===== src/rtl/dino_motion_ctrl.sv =====
// Dino runner motion controller: frame-paced run/jump/duck/dead FSM with
// ballistic jump arc and run-cycle leg animation.
module dino_motion_ctrl #(
  parameter logic [7:0] GROUND_Y = 8'd200,
  parameter logic [5:0] JUMP_V0  = 6'd12,
  parameter logic [5:0] GRAVITY  = 6'd1,
  parameter logic [3:0] ANIM_DIV = 4'd6
) (
  input  logic       clk,
  input  logic       reset,
  input  logic       frame_tick,
  input  logic       jump_btn,
  input  logic       duck_btn,
  input  logic       collide,
  input  logic       restart,
  output logic [7:0] dino_y,
  output logic [1:0] pose,
  output logic [1:0] leg_phase,
  output logic       airborne,
  output logic       game_over
);

  typedef enum logic [2:0] {
    ST_IDLE = 3'd0,
    ST_RUN  = 3'd1,
    ST_JUMP = 3'd2,
    ST_DUCK = 3'd3,
    ST_DEAD = 3'd4
  } state_e;

  localparam logic [7:0]        TAKEOFF_Y = GROUND_Y - 8'(JUMP_V0);
  localparam logic signed [5:0] TAKEOFF_V = $signed(6'(JUMP_V0 - GRAVITY));
  localparam logic signed [6:0] VEL_MIN   = -7'sd31;

  state_e            state_q, state_d;
  logic [7:0]        y_q, y_d;
  logic signed [5:0] vel_q, vel_d;
  logic [1:0]        leg_q, leg_d;
  logic [3:0]        anim_q, anim_d;
  logic              pend_q, pend_d;
  logic              hit_q, hit_d;
  logic              jbtn_q, jbtn_d;
  logic [1:0]        pose_q, pose_d;
  logic              air_q, air_d;
  logic              go_q, go_d;

  logic              jump_rise;
  logic              pend_now;
  logic              hit_now;
  logic signed [9:0] y_next;
  logic signed [9:0] ground_s;
  logic signed [6:0] vel_dec;
  logic signed [5:0] vel_sat;

  assign jump_rise = jump_btn & ~jbtn_q;
  assign pend_now  = pend_q | jump_rise;
  assign hit_now   = hit_q | collide;
  assign ground_s  = $signed({2'b00, GROUND_Y});
  assign y_next    = $signed({2'b00, y_q}) - $signed({{4{vel_q[5]}}, vel_q});
  assign vel_dec   = $signed({vel_q[5], vel_q}) - $signed({1'b0, GRAVITY});
  assign vel_sat   = (vel_dec < VEL_MIN) ? -6'sd31 : vel_dec[5:0];

  always_ff @(posedge clk or posedge reset) begin
    if (reset) begin
      state_q <= ST_IDLE;
      y_q     <= GROUND_Y;
      vel_q   <= '0;
      leg_q   <= '0;
      anim_q  <= '0;
      pend_q  <= 1'b0;
      hit_q   <= 1'b0;
      jbtn_q  <= 1'b0;
      pose_q  <= 2'd0;
      air_q   <= 1'b0;
      go_q    <= 1'b0;
    end else begin
      state_q <= state_d;
      y_q     <= y_d;
      vel_q   <= vel_d;
      leg_q   <= leg_d;
      anim_q  <= anim_d;
      pend_q  <= pend_d;
      hit_q   <= hit_d;
      jbtn_q  <= jbtn_d;
      pose_q  <= pose_d;
      air_q   <= air_d;
      go_q    <= go_d;
    end
  end

  always_comb begin
    state_d = state_q;
    y_d     = y_q;
    vel_d   = vel_q;
    leg_d   = leg_q;
    anim_d  = anim_q;
    pend_d  = pend_now;
    hit_d   = hit_now;
    jbtn_d  = jump_btn;

    if (restart) begin
      state_d = ST_IDLE;
      y_d     = GROUND_Y;
      vel_d   = '0;
      leg_d   = '0;
      anim_d  = '0;
      pend_d  = 1'b0;
      hit_d   = 1'b0;
    end else if (frame_tick) begin
      // Latched requests are consumed by every tick, used or not.
      pend_d = 1'b0;
      hit_d  = 1'b0;
      case (state_q)
        ST_IDLE: begin
          y_d = GROUND_Y;
          if (pend_now) state_d = ST_RUN;
        end
        ST_RUN: begin
          if (hit_now) begin
            state_d = ST_DEAD;
          end else if (pend_now) begin
            state_d = ST_JUMP;
            y_d     = TAKEOFF_Y;
            vel_d   = TAKEOFF_V;
          end else if (duck_btn) begin
            state_d = ST_DUCK;
          end else if (anim_q == ANIM_DIV - 4'd1) begin
            anim_d = '0;
            leg_d  = (leg_q == 2'd2) ? 2'd0 : leg_q + 2'd1;
          end else begin
            anim_d = anim_q + 4'd1;
          end
        end
        ST_JUMP: begin
          if (hit_now) begin
            state_d = ST_DEAD;
          end else if (y_next >= ground_s) begin
            state_d = ST_RUN;
            y_d     = GROUND_Y;
            vel_d   = '0;
          end else begin
            vel_d = vel_sat;
            y_d   = (y_next < 10'sd0) ? 8'd0 : y_next[7:0];
          end
        end
        ST_DUCK: begin
          if (hit_now) begin
            state_d = ST_DEAD;
          end else if (pend_now) begin
            state_d = ST_JUMP;
            y_d     = TAKEOFF_Y;
            vel_d   = TAKEOFF_V;
          end else if (!duck_btn) begin
            state_d = ST_RUN;
          end
        end
        ST_DEAD: ;
        default: state_d = ST_IDLE;
      endcase
    end

    // Sprite/status flags track the next state so they land with it.
    pose_d = 2'd0;
    air_d  = 1'b0;
    go_d   = 1'b0;
    case (state_d)
      ST_JUMP: begin pose_d = 2'd1; air_d = 1'b1; end
      ST_DUCK: pose_d = 2'd2;
      ST_DEAD: begin pose_d = 2'd3; go_d = 1'b1; end
      default: pose_d = 2'd0;
    endcase
  end

  assign dino_y    = y_q;
  assign pose      = pose_q;
  assign leg_phase = leg_q;
  assign airborne  = air_q;
  assign game_over = go_q;

endmodule


===== config.mk =====
export PLATFORM = sky130hd
export DESIGN_NAME = dino_motion_ctrl
export DESIGN_NICKNAME = d
export VERILOG_FILES = /design/src/rtl/dino_motion_ctrl.sv
export SDC_FILE = /design/constraint.sdc
export NUM_CORES = 1
export LEC_CHECK = 0
export CAP_MARGIN = 20
export CORE_MARGIN = 10
export CORE_UTILIZATION = 45
export CTS_CLUSTER_SIZE = 10
export DETAILED_ROUTE_END_ITERATION = 16
export DONT_BUFFER_PORTS = 1
export HOLD_SLACK_MARGIN = 0.06
export SLEW_MARGIN = 10
export SYNTH_ARGS = -nofsm -noshare
export SYNTH_HDL_FRONTEND = slang
export SYNTH_SLANG_ARGS = --single-unit

===== constraint.sdc =====
create_clock -name clk -period 3.5 [get_ports clk]
set_input_delay 0.525 -clock clk [delete_from_list [all_inputs] [get_ports clk]]
set_output_delay 0.525 -clock clk [all_outputs]
set_load 0.02 [all_outputs]

==> metrics.cfg, run 1 <==
[run_status]
outcome = finished clean

[clock_tree]
post-cts-setup-buffers = 0
clkTransAtPathRegs_ns = 0.07
root_buffer = clkbuf_8
clockBufferDepth = 2
h-tree-depth = 2
cts-buffers-inserted = 5
cts_resized = 0
worstSkewPairLatency_ns = 0.29
tritoncts = yes
clock_sinks = 30
cts_hold_buf = 0

[timing]
finalCritPeriodShare_pct = 90.7
rsz0062_at_grt = no
max_freq_mhz = 315
setup_tns_ns = 0
skew_ns = 0.00963
min_period_ns = 3.18
drv_slew = 0
tightest_slew_ns = 0.754
setup_viol = 0
hold_viol = 0
slew_headroom_pct = 49.4

[logic_synthesis]
syn-mean-instance-area_um2 = 9.07
ys.flop_type = dfrtp_1
synth_area_mm2 = 0.00205
yosys_warnings = 0
synth-seq-cells = 30
netlist_instances = 226
ys_seq_area_share_pct = 36.8
synth_edf_count = 0
ys_types = 56
synth.net_count = 246
async_reset_ff_share_pct = 100

[finish]
n_antenna_cell = 0
final_common_cell = nor2_1
fin_cells = 283
n_fill_cell = 440
area_delta_synth_final_pct = 8.05
drive_gt1_share_pct = 10.8
mostFrequentLayoutCells = nor2_1, dfrtp_1, a21oi_1, nand2_1
final_nets = 251

[placement]
portBuffers = 0
gp_congestion = 0.868
hpwl_mm = 3.68
post-place-cells = 275

[grt]
grt_pass1_vias = 1674
grt_use_total_pct = 13.4
grt-ovfl-total = 0
grt_max_degree = 27
grt_first_pass_wirelength_mm = 8.25
antenna_found_initial = 0

[setup_path]
start_kind = flip-flop
crit_path_end_kind = flip-flop
crit_fanout = 7
cp_data_required_time_ns = 3.67
critPathArrivalTime_ns = 3.35
crit_type = flip-flop to flip-flop

[power_and_ir_drop]
power_density_mw_per_mm2 = 453
p_total_uw = 1000
cellLeakagePower_uw = 0.000923
vdd_ir_drop_max_mv = 0.213

[route]
vias = 1697
routedWlPerCell_um = 16.9
routed_wl_mm = 4.78
drt_first_pass_iters = 4
viasPerCell = 6.00
drc = 0
initialDrtViolationCount = 94
ant_nets = 0

[die]
fp.dieW_um = 87.5
num_rows = 24
core_mm2 = 0.00438
initial_utilization_pct = 46.8
dieHeight_um = 87.5
pin_count = 21
die_area_mm2 = 0.00766

[hold_path]
worstHoldPathType = input port to asynchronous set/reset pin

[job]
maxCapViolCount = 0

## worst max-delay path: stages (launching register included)
cell,delay (ns)
dfrtp_1,0.46
inv_1,0.11
ha_1,0.17
inv_1,0.06
fa_1,0.42
a211oi_1,0.30
o21bai_1,0.12
a21oi_1,0.23
xor2_2,0.14
o21ai_1,0.49
a21oi_1,0.23
a221o_1,0.36
## power breakdown
group          switching, uW  leakage, uW  total, uW  internal [uW]
Sequential              28.7     0.000403        396            367
Combinational            223     0.000476        346            123
Clock                    130    0.0000438        263            133
## registers in the layout, summed over array words and instances, names as in the netlist, 2 cells and up
register and flops:
pose 2, dino_y 8, leg_phase 2, state_q 3
vel_q 6, anim_q 4
## cells by family (layout without fill, tap and decap cells)
| logic type | Yosys count | after routing | share of synthesized area (%) |
|---|---|---|---|
| AO/OA/AOI/OAI | 70 | 70 | 25.4 |
| buffers and inverters | 17 | 22 | 3.23 |
| flip-flops | 30 | 30 | 36.8 |
| XOR/XNOR | 7 | 7 | 3.36 |
| multiplexers | 3 | 3 | 1.46 |
| AND/OR/NAND/NOR | 86 | 86 | 21.4 |
| adder cells (fa/ha/maj) | 13 | 13 | 8.30 |
## cells in the mapped netlist (3+ instances only)
master | n | area [um2]
dfstp_2 | 3 | 78.8
nor2_1 | 29 | 109
o21ai_1 | 3 | 15.0
nand2b_1 | 4 | 25.0
nand3b_1 | 3 | 22.5
clkbuf_1 | 3 | 11.3
a21o_1 | 3 | 22.5
xnor2_1 | 4 | 35.0
nand4_1 | 3 | 18.8
a221o_1 | 6 | 60.1
mux2i_1 | 3 | 30.0
nor2b_1 | 5 | 31.3
nand2_1 | 15 | 56.3
dfrtp_1 | 27 | 676
nor3_1 | 10 | 50.1
inv_1 | 12 | 45.0
o21ai_0 | 11 | 55.1
a21oi_1 | 21 | 105
ha_1 | 12 | 150
a211oi_1 | 3 | 22.5
## layer usage
metal | vias to the layer above | global-route usage (%) | part of all wire, %
met3 | 9 | 5.24 | 6.0
met5 | - | 0 | 0
met2 | 27 | 19.1 | 43
met1 | 816 | 18.3 | 50
met4 | 0 | 3.48 | 1.5
li1 | 845 | - | -
## layout make-up
cell class | instances | area [um2] | share of cell area (%)
tap | 52 | 65.1 | 2.94
clock buffer | 5 | 68.8 | 3.11
inverter | 12 | 45.0 | 2.03
timing repair buffer | 3 | 42.5 | 1.92
clock inverter | 2 | 10.0 | 0.452
multi-input combinational | 179 | 1230 | 55.5
sequential | 30 | 754 | 34.0
## per-stage QoR
step           setup slack, ns  util, %  hold slack (ns)  instance area (um2)
2_1_floorplan            0.738        -            0.488                 2050
3_3_place_gp             0.414     48.1            0.557                 2110
3_5_place_dp             0.363     48.1            0.557                 2110
4_1_cts                  0.320     49.9            0.262                 2190
5_1_grt                 0.0965     50.5            0.115                 2220
6_report                 0.324     50.5           0.0965                 2220
## final timing paths
check                      startpoint         to  slack, ns  depth (start not counted)
max                         dino_y[0]   vel_q[2]       0.32                         11
min                             reset  dino_y[2]        0.1                          1
max reg2reg                 dino_y[0]   vel_q[2]       0.32                         11
min reg2reg                 anim_q[2]  anim_q[2]       0.57                          2
max in group asynchronous       reset  dino_y[3]       2.74                          3
min in group clk             jump_btn     jbtn_q       0.27                          0
Note: power is estimated with default switching activity, not from simulation.
==> run 2: changes to the inputs <==
--- a/config.mk
+++ b/config.mk
@@ -5,7 +5,9 @@
 export SDC_FILE = /design/constraint.sdc
 export NUM_CORES = 1
 export LEC_CHECK = 0
+export ABC_AREA = 1
 export CAP_MARGIN = 20
+export CORE_ASPECT_RATIO = 0.75
 export CORE_MARGIN = 10
 export CORE_UTILIZATION = 45
 export CTS_CLUSTER_SIZE = 10
==> run 2 against run 1 <==
Against the previous run:
- clock power is 33% higher
- non-clock buffer count is 1 lower
- synthesized cell count is 17% higher
- clock skew is 0.0063 ns lower
- sequential power is 4% higher
- critical endpoint is now dino_y[5]
- first-iteration DRC count is 28% higher
- worst hold slack worse by 0.020 ns
- register-to-register slack better by 0.73 ns
- global-route usage is 1.6 points lower
- critical path type unchanged
- wire length is 6.9% lower
- via count is 0.94% lower
==> metrics.cfg, run 2 <==
[setup_path]
critical_path.cell_chain = inv_1 -> ha_1 -> inv_1 -> fa_1 -> nand3_1 -> nand3_2 -> nand2_1 -> nand2_1 -> nor2_1 -> nand2_2 -> nand3_2 -> nand2_4 -> nor3_2 -> nand3_1 -> o21ai_1
path_buf_inv = 2  ; unchanged
crit_path_end_kind = flip-flop
start_kind = flip-flop
slowest_delay_ns = 0.46  ; -0.03 ns
cp_data_required_time_ns = 3.71  ; +0.04 ns
crit_fanout = 5  ; -2
critPathArrivalTime_ns = 2.65  ; -0.70 ns
crit_type = flip-flop to flip-flop
cp_top_family = simple AND/OR/NAND/NOR gates
worst_path_max_delay_cell = dfrtp_1

[clock_tree]
h-tree-depth = 2  ; unchanged
worstSkewPairLatency_ns = 0.29  ; about the same
clkTransAtPathRegs_ns = 0.07  ; about the same
clockBufferDepth = 2  ; unchanged
cts-buffers-inserted = 5  ; unchanged
cts_resized = 0  ; unchanged
root_buffer = clkbuf_8
post-cts-setup-buffers = 0  ; unchanged
clock_sinks = 30  ; unchanged
tritoncts = yes
cts_hold_buf = 0  ; unchanged

[timing]
min_period_ns = 2.44  ; -0.735 ns
tightest_slew_ns = 0.497  ; -0.256 ns
slew_headroom_pct = 66.5  ; +17 points
skew_ns = 0.00336  ; -0.00627 ns
setup_tns_ns = 0  ; unchanged
setup_viol = 0  ; unchanged
max_freq_mhz = 410  ; +30%
rsz0062_at_grt = no
finalCritPeriodShare_pct = 69.7  ; -21 points
drv_slew = 0  ; unchanged
hold_viol = 0  ; unchanged

[hold_path]
worstHoldPathType = input port to asynchronous set/reset pin

[finish]
drive_gt1_share_pct = 17.8  ; +7.0 points
final_nets = 294  ; +17%
area_delta_synth_final_pct = 10.6
mostFrequentLayoutCells = nand2_1, inv_1, dfrtp_1, nor2_1, nand2_2
n_antenna_cell = 0  ; unchanged
final_core_util_pct = 51.1  ; +0.53 points
fin_cells = 332  ; +17%
final_common_cell = nand2_1
largest_reg_flops = 8  ; unchanged

[logic_synthesis]
yosysMostFrequentCell = nand2_1
async_reset_ff_share_pct = 100  ; unchanged
synth_edf_count = 0  ; unchanged
ys_seq_area_share_pct = 37.0  ; +0.20 points
yosys-top-cells-count = nand2_1, inv_1, dfrtp_1
syn-mean-instance-area_um2 = 7.70  ; -15%
ys.flop_type = dfrtp_1
ys_types = 35  ; -38%
synth_top_area_share_pct = 33.1  ; +0.18 points
yosys-top-cells-area = dfrtp_1, nand2_1, inv_1
netlist_instances = 265  ; +17%
synth-seq-cells = 30  ; unchanged
synth_area_mm2 = 0.00204  ; -0.55%
yosys_warnings = 0  ; unchanged
yosysTopAreaCell = dfrtp_1
synth.net_count = 285  ; +16%

[die]
num_rows = 21  ; -13%
initial_utilization_pct = 46.2  ; -0.57 points
pin_count = 21  ; unchanged
dieHeight_um = 78.3  ; -11%
fp.dieW_um = 97.7  ; +12%
core_mm2 = 0.00441  ; +0.68%
die_area_mm2 = 0.00765  ; about the same

[placement]
post-place-cells = 323  ; +17%
hpwl_mm = 3.58  ; -2.8%
gp_congestion = 0.950  ; +9.4%
portBuffers = 0  ; unchanged

[grt]
grt_first_pass_wirelength_mm = 7.49  ; -9.2%
grt_use_total_pct = 11.8  ; -1.6 points
grt_max_degree = 27  ; unchanged
antenna_found_initial = 0  ; unchanged
grt-ovfl-total = 0  ; unchanged
grt_pass1_vias = 1478  ; -12%

[route]
routedWlPerCell_um = 13.4  ; -21%
drt_first_pass_iters = 4  ; unchanged
routed_wl_mm = 4.45  ; -6.9%
vias = 1681  ; -0.94%
ant_nets = 0  ; unchanged
viasPerCell = 5.06  ; -16%
initialDrtViolationCount = 120  ; +28%
drc = 0  ; unchanged

[power_and_ir_drop]
cellLeakagePower_uw = 0.00117  ; +27%
vdd_ir_drop_max_mv = 0.198  ; -7.1%
power_density_mw_per_mm2 = 460  ; +1.4%

[run_status]
outcome = finished clean

[job]
maxCapViolCount = 0  ; unchanged

-- run 2: cell types whose count changed after synthesis, sizes merged, moves of 4 or more --
cell and delta:
nor2b -5, inv +38, a211oi -4, nor2 -6, a221o -6, a21oi -9
nand2 +53, nor3 -4, o22ai +5, nand2b -4, nand3 +18
-- run 2: worst paths after layout --
check | from | endpoint | slack [ns] | cells after the start
min reg2reg | hit_q | hit_q | 0.52 | 2
min in group clk | jump_btn | jbtn_q | 0.26 | 0
max reg2reg | dino_y[0] | dino_y[5] | 1.06 | 15
min | reset | vel_q[3] | 0.08 | 1
max in group asynchronous | reset | dino_y[6] | 2.93 | 2
max | dino_y[0] | dino_y[5] | 1.06 | 15
-- run 2: cell families after synthesis --
| logic type | synth area share [%] |
|---|---|
| AOI/OAI and AO/OA | 11.8 |
| and+or+nand+nor | 31.1 |
| xor gates and xnor gates | 2.58 |
| DFF | 37.0 |
| adders and majority gates | 8.34 |
| buffers and inverters | 9.20 |
-- run 2: through the flow --
step | cell area, um2 | total power [uW] | setup WS, ns | hold slack, ns
after CTS | 2230 | 1040 | 1.06 | 0.261
after global routing | 2250 | 1110 | 0.857 | 0.0644
final | 2250 | 1040 | 1.06 | 0.0762
after detailed placement | 2120 | 688 | 1.08 | 0.502
after global placement | 2120 | 690 | 1.10 | 0.495
after floorplan | 2040 | 636 | 1.30 | 0.470
-- run 2: area by class of cell --
| type | count | area, um2 |
|---|---|---|
| timing repair buffer | 2 | 35.0 |
| clock buffer | 5 | 68.8 |
| clock inverter | 3 | 40.0 |
| multi-input combinational | 185 | 1100 |
| tap | 57 | 71.3 |
| sequential | 30 | 754 |
| fill | 408 | 2160 |
| inverter | 50 | 188 |
-- run 2: power breakdown --
part           leakage [uW]  switching, uW  internal, uW
Combinational      0.000717            177          99.2
Clock             0.0000579            139           209
Sequential         0.000398           40.4           371
-- run 2: worst register-to-register path, cell delays in order (launching register included) --
cell and delay [ns]:
dfrtp_1 0.46, inv_1 0.11, ha_1 0.14, inv_1 0.07
fa_1 0.42, nand3_1 0.12, nand3_2 0.10, nand2_1 0.07
nand2_1 0.06, nor2_1 0.12, nand2_2 0.06, nand3_2 0.07
nand2_4 0.07, nor3_2 0.10, nand3_1 0.20, o21ai_1 0.20
-- run 2: layer usage --
| layer | track usage, % | vias to the layer above | wire, um |
|---|---|---|---|
| met1 | 17.0 | 765 | 2290 |
| met2 | 15.4 | 37 | 1800 |
| met5 | 0 | - | 0 |
| li1 | - | 873 | - |
| met4 | 3.04 | 0 | 33 |
| met3 | 5.16 | 6 | 328 |
